**src/rtl/rpn_sequencer_if.sv**
```systemverilog
// Command and stack bus for rpn_sequencer.
// master: the sequencer side (drives stack strobes, status and cmd_ready).
// slave:  the environment side (issues commands and supplies stack state).
interface rpn_sequencer_if #(
  parameter int W = 16
);
  logic         cmd_valid;
  logic         cmd_ready;
  logic [3:0]   cmd_op;
  logic [W-1:0] cmd_data;
  logic [W-1:0] stk_top;
  logic [W-1:0] stk_next;
  logic [7:0]   stk_count;
  logic         stk_push;
  logic         stk_pop;
  logic [W-1:0] stk_val;
  logic         done;
  logic [W-1:0] result;
  logic         err;
  logic [1:0]   err_code;

  modport master (
    input  cmd_valid, cmd_op, cmd_data, stk_top, stk_next, stk_count,
    output cmd_ready, stk_push, stk_pop, stk_val, done, result, err, err_code
  );

  modport slave (
    output cmd_valid, cmd_op, cmd_data, stk_top, stk_next, stk_count,
    input  cmd_ready, stk_push, stk_pop, stk_val, done, result, err, err_code
  );
endinterface

```
**src/rtl/rpn_sequencer.sv**
```systemverilog
// RPN command sequencer: sole driver of the hardware stack. Each accepted
// command becomes a fixed series of single-cycle pop/push strobes followed by
// a one-cycle DONE with result and error status.
// Optional feature: define RPN_MUL_EN to make opcode 10 a MUL (low W bits of
// next*top); otherwise opcode 10 is illegal and no multiplier exists.
module rpn_sequencer #(
  parameter int DEPTH = 31,
  parameter int W     = 16
) (
  input logic           clk,
  input logic           rst,
  rpn_sequencer_if.master bus
);

  typedef enum logic [3:0] {
    OP_NOP  = 4'd0,
    OP_PUSH = 4'd1,
    OP_DROP = 4'd2,
    OP_ADD  = 4'd3,
    OP_SUB  = 4'd4,
    OP_AND  = 4'd5,
    OP_OR   = 4'd6,
    OP_XOR  = 4'd7,
    OP_DUP  = 4'd8,
    OP_SWAP = 4'd9,
    OP_MUL  = 4'd10
  } op_e;

  typedef enum logic [2:0] {
    S_IDLE,
    S_POP_A,
    S_POP_B,
    S_PUSH_R,
    S_PUSH_2,
    S_DONE
  } state_e;

  localparam logic [1:0] ERR_NONE    = 2'b00;
  localparam logic [1:0] ERR_UNDER   = 2'b01;
  localparam logic [1:0] ERR_OVER    = 2'b10;
  localparam logic [1:0] ERR_ILLEGAL = 2'b11;
  localparam logic [7:0] DEPTH_C     = 8'(DEPTH);

  state_e       state, state_nx;
  logic [3:0]   op_q;
  logic [W-1:0] imm_q, a_q, b_q;
  logic [W-1:0] result_q;
  logic [1:0]   code_q;
  logic [1:0]   code_in;
  logic [W-1:0] r;
  logic         accept;

  // Two-operand ops: pop top (a) and next (b), push b op a.
  function automatic logic is_binop(input logic [3:0] op);
    logic hit;
    hit = (op == OP_ADD) || (op == OP_SUB) || (op == OP_AND) ||
          (op == OP_OR)  || (op == OP_XOR);
`ifdef RPN_MUL_EN
    hit = hit || (op == OP_MUL);
`endif
    return hit;
  endfunction

  function automatic logic is_legal(input logic [3:0] op);
`ifdef RPN_MUL_EN
    return op <= OP_MUL;
`else
    return op <= OP_SWAP;
`endif
  endfunction

  assign accept = bus.cmd_valid && bus.cmd_ready;

  // Precondition check on the command being offered; illegal wins over stack limits.
  always_comb begin
    // NOTE: every always_comb output gets a default first so no path leaves it unassigned (no latch).
    code_in = ERR_NONE;
    if (!is_legal(bus.cmd_op))
      code_in = ERR_ILLEGAL;
    else if ((is_binop(bus.cmd_op) || bus.cmd_op == OP_SWAP) && bus.stk_count < 8'd2)
      code_in = ERR_UNDER;
    else if ((bus.cmd_op == OP_DROP || bus.cmd_op == OP_DUP) && bus.stk_count < 8'd1)
      code_in = ERR_UNDER;
    else if ((bus.cmd_op == OP_PUSH || bus.cmd_op == OP_DUP) && bus.stk_count >= DEPTH_C)
      code_in = ERR_OVER;
  end

  // Value to push, always formed from the operands latched at acceptance.
  always_comb begin
    r = '0;
    case (op_q)
      OP_PUSH:          r = imm_q;
      OP_ADD:           r = b_q + a_q;
      OP_SUB:           r = b_q - a_q;
      OP_AND:           r = b_q & a_q;
      OP_OR:            r = b_q | a_q;
      OP_XOR:           r = b_q ^ a_q;
      OP_DUP, OP_SWAP:  r = a_q;
`ifdef RPN_MUL_EN
      OP_MUL:           r = b_q * a_q;
`endif
      default:          r = '0;
    endcase
  end

  // Next-state decode: the command picks its strobe sequence at acceptance.
  always_comb begin
    state_nx = state;
    case (state)
      S_IDLE: begin
        if (accept) begin
          if (code_in != ERR_NONE) begin
            state_nx = S_DONE;
          end else begin
            case (bus.cmd_op)
              OP_NOP:          state_nx = S_DONE;
              OP_PUSH, OP_DUP: state_nx = S_PUSH_R;
              default:         state_nx = S_POP_A;
            endcase
          end
        end
      end
      S_POP_A:  state_nx = (op_q == OP_DROP) ? S_DONE : S_POP_B;
      S_POP_B:  state_nx = S_PUSH_R;
      S_PUSH_R: state_nx = (op_q == OP_SWAP) ? S_PUSH_2 : S_DONE;
      S_PUSH_2: state_nx = S_DONE;
      S_DONE:   state_nx = S_IDLE;
      default:  state_nx = S_IDLE;
    endcase
  end

  // Moore output decode; cmd_ready is additionally held low while in reset.
  always_comb begin
    bus.cmd_ready = (state == S_IDLE) && !rst;
    bus.stk_pop   = (state == S_POP_A) || (state == S_POP_B);
    bus.stk_push  = (state == S_PUSH_R) || (state == S_PUSH_2);
    bus.stk_val   = '0;
    if (state == S_PUSH_R) bus.stk_val = r;
    if (state == S_PUSH_2) bus.stk_val = b_q;
    bus.done      = (state == S_DONE);
    bus.err_code  = (state == S_DONE) ? code_q : ERR_NONE;
    bus.err       = (state == S_DONE) && (code_q != ERR_NONE);
    bus.result    = result_q;
  end

  // State, operand latches and result register.
  always_ff @(posedge clk) begin
    // NOTE: sequential state uses non-blocking assignments so every register samples pre-edge values.
    if (rst) begin
      // NOTE: operand latches are reset too, because a, b and result have defined reset values.
      state    <= S_IDLE;
      op_q     <= '0;
      imm_q    <= '0;
      a_q      <= '0;
      b_q      <= '0;
      code_q   <= ERR_NONE;
      result_q <= '0;
    end else begin
      state <= state_nx;
      if (accept) begin
        op_q   <= bus.cmd_op;
        imm_q  <= bus.cmd_data;
        a_q    <= bus.stk_top;
        b_q    <= bus.stk_next;
        code_q <= code_in;
      end
      // Only sequences that actually strobed reach DONE from a non-IDLE state;
      // NOP and rejected commands leave result untouched.
      if (state_nx == S_DONE && state != S_IDLE)
        result_q <= (op_q == OP_DROP) ? a_q : r;
    end
  end

endmodule

```
**src/flat_wrapper.sv**
```systemverilog
// flat-port wrapper written by rule: the top's interface ports become plain ports
module rpn_sequencer_flat 
#(
  parameter int DEPTH = 31,
  parameter int W     = 16
)
  (clk, rst, bus_cmd_valid, bus_cmd_op, bus_cmd_data, bus_stk_top, bus_stk_next, bus_stk_count, bus_cmd_ready, bus_stk_push, bus_stk_pop, bus_stk_val, bus_done, bus_result, bus_err, bus_err_code);
  rpn_sequencer_if #(.W(W)) bus_i ();
  input logic clk;
  input logic rst;
  input wire logic [$bits(bus_i.cmd_valid)-1:0] bus_cmd_valid;
  input wire logic [$bits(bus_i.cmd_op)-1:0] bus_cmd_op;
  input wire logic [$bits(bus_i.cmd_data)-1:0] bus_cmd_data;
  input wire logic [$bits(bus_i.stk_top)-1:0] bus_stk_top;
  input wire logic [$bits(bus_i.stk_next)-1:0] bus_stk_next;
  input wire logic [$bits(bus_i.stk_count)-1:0] bus_stk_count;
  output wire logic [$bits(bus_i.cmd_ready)-1:0] bus_cmd_ready;
  output wire logic [$bits(bus_i.stk_push)-1:0] bus_stk_push;
  output wire logic [$bits(bus_i.stk_pop)-1:0] bus_stk_pop;
  output wire logic [$bits(bus_i.stk_val)-1:0] bus_stk_val;
  output wire logic [$bits(bus_i.done)-1:0] bus_done;
  output wire logic [$bits(bus_i.result)-1:0] bus_result;
  output wire logic [$bits(bus_i.err)-1:0] bus_err;
  output wire logic [$bits(bus_i.err_code)-1:0] bus_err_code;
  assign bus_i.cmd_valid = bus_cmd_valid;
  assign bus_i.cmd_op = bus_cmd_op;
  assign bus_i.cmd_data = bus_cmd_data;
  assign bus_i.stk_top = bus_stk_top;
  assign bus_i.stk_next = bus_stk_next;
  assign bus_i.stk_count = bus_stk_count;
  assign bus_cmd_ready = bus_i.cmd_ready;
  assign bus_stk_push = bus_i.stk_push;
  assign bus_stk_pop = bus_i.stk_pop;
  assign bus_stk_val = bus_i.stk_val;
  assign bus_done = bus_i.done;
  assign bus_result = bus_i.result;
  assign bus_err = bus_i.err;
  assign bus_err_code = bus_i.err_code;
  rpn_sequencer #(.DEPTH(DEPTH), .W(W)) u_core (.clk(clk), .rst(rst), .bus(bus_i));
endmodule
```
**config.mk**
```make
export PLATFORM = sky130hd
export DESIGN_NAME = rpn_sequencer_flat
export DESIGN_NICKNAME = d
export VERILOG_FILES = /design/src/rtl/rpn_sequencer_if.sv /design/src/rtl/rpn_sequencer.sv /design/src/flat_wrapper.sv
export SDC_FILE = /design/constraint.sdc
export NUM_CORES = 1
export LEC_CHECK = 0
export ABC_CLOCK_PERIOD_IN_PS = 3810
export CAP_MARGIN = 15
export CORE_MARGIN = 10
export CORE_UTILIZATION = 48
export CTS_CLUSTER_DIAMETER = 30
export CTS_CLUSTER_SIZE = 14
export DETAILED_ROUTE_END_ITERATION = 10
export GPL_TIMING_DRIVEN = 0
export PLACE_DENSITY = 0.77
export SLEW_MARGIN = 15
export SYNTH_ARGS = -nofsm -noshare
export SYNTH_HDL_FRONTEND = slang
export SYNTH_SLANG_ARGS = --single-unit
```
**constraint.sdc**
```tcl
create_clock -name clk -period 3.81 [get_ports clk]
set_input_delay 0.762 -clock clk [delete_from_list [all_inputs] [get_ports clk]]
set_output_delay 0.762 -clock clk [all_outputs]
set_load 0.02 [all_outputs]
```
==> flow_summary_export.csv, run 1 <==
group,metric,value,unit
clocking,postCtsHoldBufs,0,
sta,finalMaxSlewViolations,0,
floorplan,start_util,48.6,%
yosys,synth_edf_count,0,
floorplan,chipHeight,127,µm
route,drt_first_iter_violations,653,
setup_path,r2r_end,"u_core.bus.result[15]",
min_path,hold_depth,2,
job,cap_violations,0,
yosys,postSynthAreaPerCell,7.76,µm²
sta,grt_setup_unrepaired,"true",
cells_and_area,filler_cell_count,974,
floorplan,dieArea,0.0161,mm²
setup_path,startpoint_type,"flop",
sta,fmax,0.222,GHz
sta,slew_headroom,43.1,%
clocking,htreeDepth,3,
min_path,hold_class,"flop to flop",
place,finalWeightedCongestion,0.972,
cells_and_area,syn_to_final_growth,41.6,%
floorplan,rows,39,
power_and_ir_drop,power,0.00633,W
setup_path,rr_startpoint,"u_core.a_q[2]",
route,dr_total_vias,5986,
sta,finalCritPeriodShare,118,%
clocking,insertion_delay,350,ps
global_route,grt_first_pass_wirelength,32.2,mm
run_status,status,"finished, violations left",
place,hpwl,16.0,mm
cells_and_area,final_common_cell,"nand2_1",
run_status,violations,"negative setup slack",
global_route,grt_pass1_vias,5794,
yosys,syn-num-nets,820,
place,portBuffers,100,
setup_path,cp-end-kind,"output pin",
floorplan,core,0.0113,mm²
global_route,grt_overflow,0,
yosys,syn_inst,708,
global_route,grt_max_degree,13,
cells_and_area,final_cell_mix,"nand2_1 (108), clkdlybuf4s50_1 (86), dfxtp_1 (66), nor2_1 (46), buf_4 (46)",
clocking,path_clk_slew,60,ps
yosys,synth_area,0.00550,mm²
setup_path,reg2regPathDepth,14,
sta,setup_ws,-700,ps
route,wl,21.6,mm
clocking,root_buffer,"clkbuf_16",
sta,max_slew.worst_pin.slew,849,ps
yosys,yosys_register_bits,73,
clocking,cts.path.max_buffers,2,
floorplan,io_pins,102,
power_and_ir_drop,leakage,3.07,nW
cells_and_area,fin_util,68.7,%
route,via_per_inst,5.92,
clocking,clkSinkCount,73,
power_and_ir_drop,powerDensity,813,mW/mm²
setup_path,crit_type,"flop to output pin",
sta,period_minus_slack,4510,ps
power_and_ir_drop,peakVddDrop,0.464,mV
setup_path,cp_data_arrival_time,3750,ps
cells_and_area,diodes,0,
setup_path,worstPathRequired,3050,ps
floorplan,die-width,127,µm
global_route,antenna_found_initial,1,
yosys,synth_flop_cell,"dfxtp_1",
global_route,grt_util_all_layers,25.1,%
clocking,cts_tree,"yes",
sta,finalSetupViolCount,14,
route,drtPass1Iterations,5,
sta,finalHoldViolCount,0,
setup_path,path_max_fanout,4,
min_path,hold_start,"u_core.imm_q[11]",
setup_path,r2r_setup_slack,270,ps
min_path,hold_end,"u_core.imm_q[11]",
cells_and_area,nets,976,
sta,fin_skew,11.4,ps
yosys,seq_area_frac_synth,26.6,%
yosys,synth-warning-count,0,
sta,hold_slack,471,ps
route,ant_nets,0,
route,routedWlPerCell,21.3,µm
yosys,async_flop_share,0,%
clocking,numCtsBuffers,9,
yosys,yosysUniqueCellTypes,74,
place,pre_cts_ws,-1090,ps
cells_and_area,drive_above_1_share,20.9,%
route,route.detailed.drc,0,
cell type report:
| class | count | area, µm² | area share, % |
|---|---|---|---|
| buffer | 50 | 248 | 3.18 |
| clock buffer | 11 | 243 | 3.12 |
| clock inverter | 5 | 31.3 | 0.402 |
| inverter | 42 | 158 | 2.03 |
| multi-input combinational | 539 | 4050 | 52.1 |
| sequential | 73 | 1480 | 19.0 |
| tap | 143 | 179 | 2.30 |
| timing repair buffer | 149 | 1390 | 17.9 |
stage by stage:
| stage | std cells | cell area, µm² | TNS, ps |
|---|---|---|---|
| after floorplan | 708 | 5560 | -87.3 |
| after global placement | 951 | 6740 | -10720 |
| after detailed placement | 951 | 6740 | -11170 |
| after CTS | 999 | 7510 | -6970 |
| after global routing | 1012 | 7780 | -8550 |
| final | 1012 | 7780 | -6780 |
worst max path at each step:
| stage | from | end | slack (ps) | cells past startpoint |
|---|---|---|---|---|
| 3_5_place_dp | u_core.a_q[2] | bus_stk_val[15] | -1090 | 15 |
| 2_1_floorplan | u_core.op_q[3] | bus_stk_val[13] | -50 | 15 |
| 5_1_grt | u_core.a_q[2] | bus_stk_val[15] | -830 | 14 |
| 3_3_place_gp | u_core.a_q[2] | bus_stk_val[15] | -1070 | 15 |
| 4_1_cts | u_core.a_q[2] | bus_stk_val[15] | -760 | 14 |
| 6_report | u_core.a_q[2] | bus_stk_val[15] | -700 | 14 |
critical path: stages (launching register included):
cell and delay [ps]:
dfxtp_4 350, or4_4 530, nor4_4 250, nand2_1 140
o41ai_2 280, xnor2_1 130, ha_1 360, nand4_1 160
nor3_2 230, o311ai_2 160, o211ai_1 160, xor2_1 230
a21oi_2 110, o21ai_2 170, buf_6 140
flip-flops by register name, summed over array words and instances, names as in the netlist:
register / flops
u_core.imm_q: 16
u_core.b_q: 16
u_core.state: 3
u_core.op_q: 4
u_core.code_q: 2
u_core.a_q: 16
u_core.bus.result: 16
timing repair:
action	in CTS	in global routing
cloned	0	0
setup buffers	36	13
gates resized for setup	136	35
pin swaps	32	38
endpoints found under the setup margin	15	16
synthesized netlist by cell type (3+ instances only):
| cell type | count | area, µm² |
|---|---|---|
| nand2b_1 | 4 | 25.0 |
| mux2_2 | 3 | 33.8 |
| o21a_1 | 6 | 45.0 |
| a31oi_1 | 5 | 31.3 |
| a22oi_1 | 17 | 128 |
| clkbuf_1 | 42 | 158 |
| mux2i_1 | 3 | 30.0 |
| a2bb2oi_1 | 3 | 26.3 |
| nor2b_1 | 10 | 62.6 |
| o31ai_1 | 37 | 278 |
| buf_1 | 4 | 15.0 |
| nor2_1 | 48 | 180 |
| o21bai_1 | 4 | 30.0 |
| nand2_1 | 110 | 413 |
| buf_2 | 5 | 25.0 |
| o32ai_1 | 3 | 26.3 |
| a311oi_2 | 5 | 75.1 |
| o22ai_1 | 10 | 62.6 |
| nand3b_1 | 24 | 180 |
| ha_1 | 48 | 601 |
| o31a_1 | 3 | 26.3 |
| a221oi_1 | 3 | 26.3 |
| or3_1 | 5 | 31.3 |
| a211oi_1 | 10 | 75.1 |
| a22o_1 | 7 | 61.3 |
| and2_1 | 6 | 37.5 |
| a21oi_1 | 45 | 225 |
| xnor2_1 | 23 | 201 |
| dfxtp_1 | 73 | 1460 |
| and3_1 | 4 | 25.0 |
| or2_2 | 3 | 18.8 |
| nor3_1 | 11 | 55.1 |
| o21ai_0 | 32 | 160 |
| inv_1 | 42 | 158 |
cells by family (layout without fill, tap and decap cells):
logic type / Yosys count / after routing / synth area share [%]
compound gates: 217 / 217 / 28.0
buf+inv: 96 / 257 / 7.01
flops: 73 / 73 / 26.6
fa+ha+maj: 49 / 49 / 11.3
simple gates: 242 / 242 / 22.0
xor+xnor: 25 / 25 / 3.98
mux: 6 / 6 / 1.16
routing by layer:
layer | part of all wire [%] | wire [µm] | global-route usage (%) | vias to the layer above
met4 | 2.7 | 591 | 9.65 | 0
met2 | 45 | 9770 | 39.5 | 245
met5 | 0 | 0 | 0 | -
met3 | 7.8 | 1680 | 5.62 | 51
li1 | - | - | - | 2844
met1 | 44 | 9530 | 32.8 | 2846
where the power goes:
part	switching (W)	internal (W)	total, W
sequential	0.000214	0.000966	0.00118
combinational	0.00232	0.00201	0.00433
clock	0.000360	0.000457	0.000817
total	0.00290	0.00343	0.00633
Power figures use the tool's default switching activity.
==> run 2, diff against run 1 <==
==> constraint.sdc (replaced) <==
create_clock -name clk -period 3.81 [get_ports clk]
set_input_delay 0.5715 -clock clk [delete_from_list [all_inputs] [get_ports clk]]
set_output_delay 0.5715 -clock clk [all_outputs]
set_load 0.02 [all_outputs]
==> flow_summary_export.csv, run 2 (synthesis gave the netlist of run 1 again) <==
group,metric,value,unit
power_and_ir_drop,combPwrFrac,67.3,%
cells_and_area,nets,967,
floorplan,core,0.0113,mm²
cells_and_area,syn_to_final_growth,39.1,%
route,routedWlPerCell,21.3,µm
floorplan,chipHeight,127,µm
sta,finalHoldViolCount,0,
setup_path,crit_type,"flop to output pin",
cells_and_area,diodes,0,
cells_and_area,drive_above_1_share,19.2,%
sta,fin_tns_setup,-3470,ps
sta,slew_headroom,47.6,%
route,route.detailed.drc,0,
power_and_ir_drop,pwr-share-clk,13.6,%
sta,period_minus_slack,4290,ps
power_and_ir_drop,p_switching,0.00284,W
place,finalWeightedCongestion,1.02,
clocking,cts_tree,"yes",
route,wl,21.4,mm
cells_and_area,filler_cell_count,980,
sta,finalSetupViolCount,10,
global_route,grt_first_pass_wirelength,32.2,mm
route,via_per_inst,5.99,
clocking,insertion_delay,340,ps
setup_path,cp-end-kind,"output pin",
clocking,root_buffer,"clkbuf_16",
floorplan,start_util,48.6,%
power_and_ir_drop,p_int,0.00336,W
power_and_ir_drop,powerDensity,811,mW/mm²
setup_path,path_max_fanout,3,
route,dr_total_vias,5999,
global_route,grt_pass1_vias,5863,
floorplan,io_pins,102,
power_and_ir_drop,seqPwrFrac,19.1,%
sta,grt_setup_unrepaired,"true",
job,cap_violations,0,
floorplan,rows,39,
run_status,status,"finished, violations left",
power_and_ir_drop,power,0.00620,W
cells_and_area,final_common_cell,"nand2_1",
place,portBuffers,100,
sta,finalCritPeriodShare,113,%
sta,fin_skew,7.03,ps
power_and_ir_drop,leakage,3.01,nW
power_and_ir_drop,peakVddDrop,0.478,mV
clocking,clkSinkCount,73,
setup_path,worstPathRequired,3240,ps
cells_and_area,final_cell_mix,"nand2_1 (108), clkdlybuf4s50_1 (86), dfxtp_1 (66), nor2_1 (45)",
route,ant_nets,0,
route,drtPass1Iterations,5,
route,drt_first_iter_violations,614,
clocking,numCtsBuffers,9,
floorplan,dieArea,0.0161,mm²
global_route,grt_max_degree,12,
clocking,cts.path.max_buffers,2,
place,hpwl,16.2,mm
sta,finalMaxSlewViolations,0,
global_route,grt_overflow,0,
min_path,hold_class,"flop to flop",
global_route,grt_util_all_layers,25.0,%
power_and_ir_drop,switching_share,45.8,%
sta,setup_ws,-484,ps
floorplan,die-width,127,µm
setup_path,startpoint_type,"flop",
run_status,violations,"negative setup slack",
clocking,htreeDepth,3,
sta,fmax,0.233,GHz
global_route,antenna_found_initial,0,
sta,max_slew.worst_pin.slew,787,ps
setup_path,cp_data_arrival_time,3720,ps
clocking,path_clk_slew,60,ps
==> run 2: power by group through the flow <==
stage | sequential, W | clock (W) | combinational, W
finish | 0.00119 | 0.000842 | 0.00417
global route | 0.00120 | 0.000859 | 0.00446
CTS | 0.00117 | 0.000836 | 0.00359
detailed placement | 0.00118 | 0 | 0.00308
global placement | 0.00117 | 0 | 0.00304
floorplan | 0.00115 | 0 | 0.00221
==> run 2: stage by stage <==
stage,area [µm²],setup slack (ps),std cells,util (%),hold slack (ps)
after floorplan,5510,-100,708,-,449
after global placement,6690,-1290,951,59.1,461
after detailed placement,6690,-1330,951,59.1,466
after CTS,7320,-540,984,64.6,478
after global routing,7650,-704,1002,67.5,499
final,7650,-484,1002,67.5,479
==> run 2: worst max-delay path: stages (launching register included) <==
cell,delay [ps]
dfxtp_4,350
or4_4,550
nor4_4,230
buf_4,180
a31oi_2,80
xnor2_1,150
ha_1,320
buf_6,150
a21oi_4,160
o21ai_4,90
a221o_1,330
a21oi_1,150
xnor2_1,100
a221oi_2,260
o21ai_1,90
buf_2,180
==> run 2: final timing paths <==
path                            slack, ps                     to              from  cells past startpoint
worst max-delay path                 -480        bus_stk_val[14]     u_core.a_q[2]                     15
worst min-delay path                  480       u_core.imm_q[13]  u_core.imm_q[13]                      2
worst max register to register        310  u_core.bus.result[15]     u_core.a_q[2]                     14
worst min register to register        480       u_core.imm_q[13]  u_core.imm_q[13]                      2
==> run 2: final cells by class <==
| type | count | area, µm² | area share [%] |
|---|---|---|---|
| clock buffers | 11 | 233 | 3.04 |
| flip-flops and latches | 73 | 1480 | 19.4 |
| multi-input cells | 539 | 3980 | 52.1 |
| well taps | 143 | 179 | 2.34 |
| plain buffers | 48 | 229 | 2.99 |
| clock inverters | 4 | 45.0 | 0.589 |
| inverters | 42 | 158 | 2.06 |
| repair buffers | 142 | 1340 | 17.6 |
==> run 2: metal layers <==
metal  GRT usage, %  wire [µm]
met5              0          0
met4           9.44        542
met3           4.67       1520
met2           40.2       9970
met1           32.6       9350
==> run 2: timing repair <==
action / in CTS / in global routing
pin swaps: 37 / 25
setup endpoints to repair: 24 / 16
endpoints found under the hold margin: 0 / 0
setup buffers: 22 / 20
resized for setup: 124 / 48
hold buffers: 0 / 0
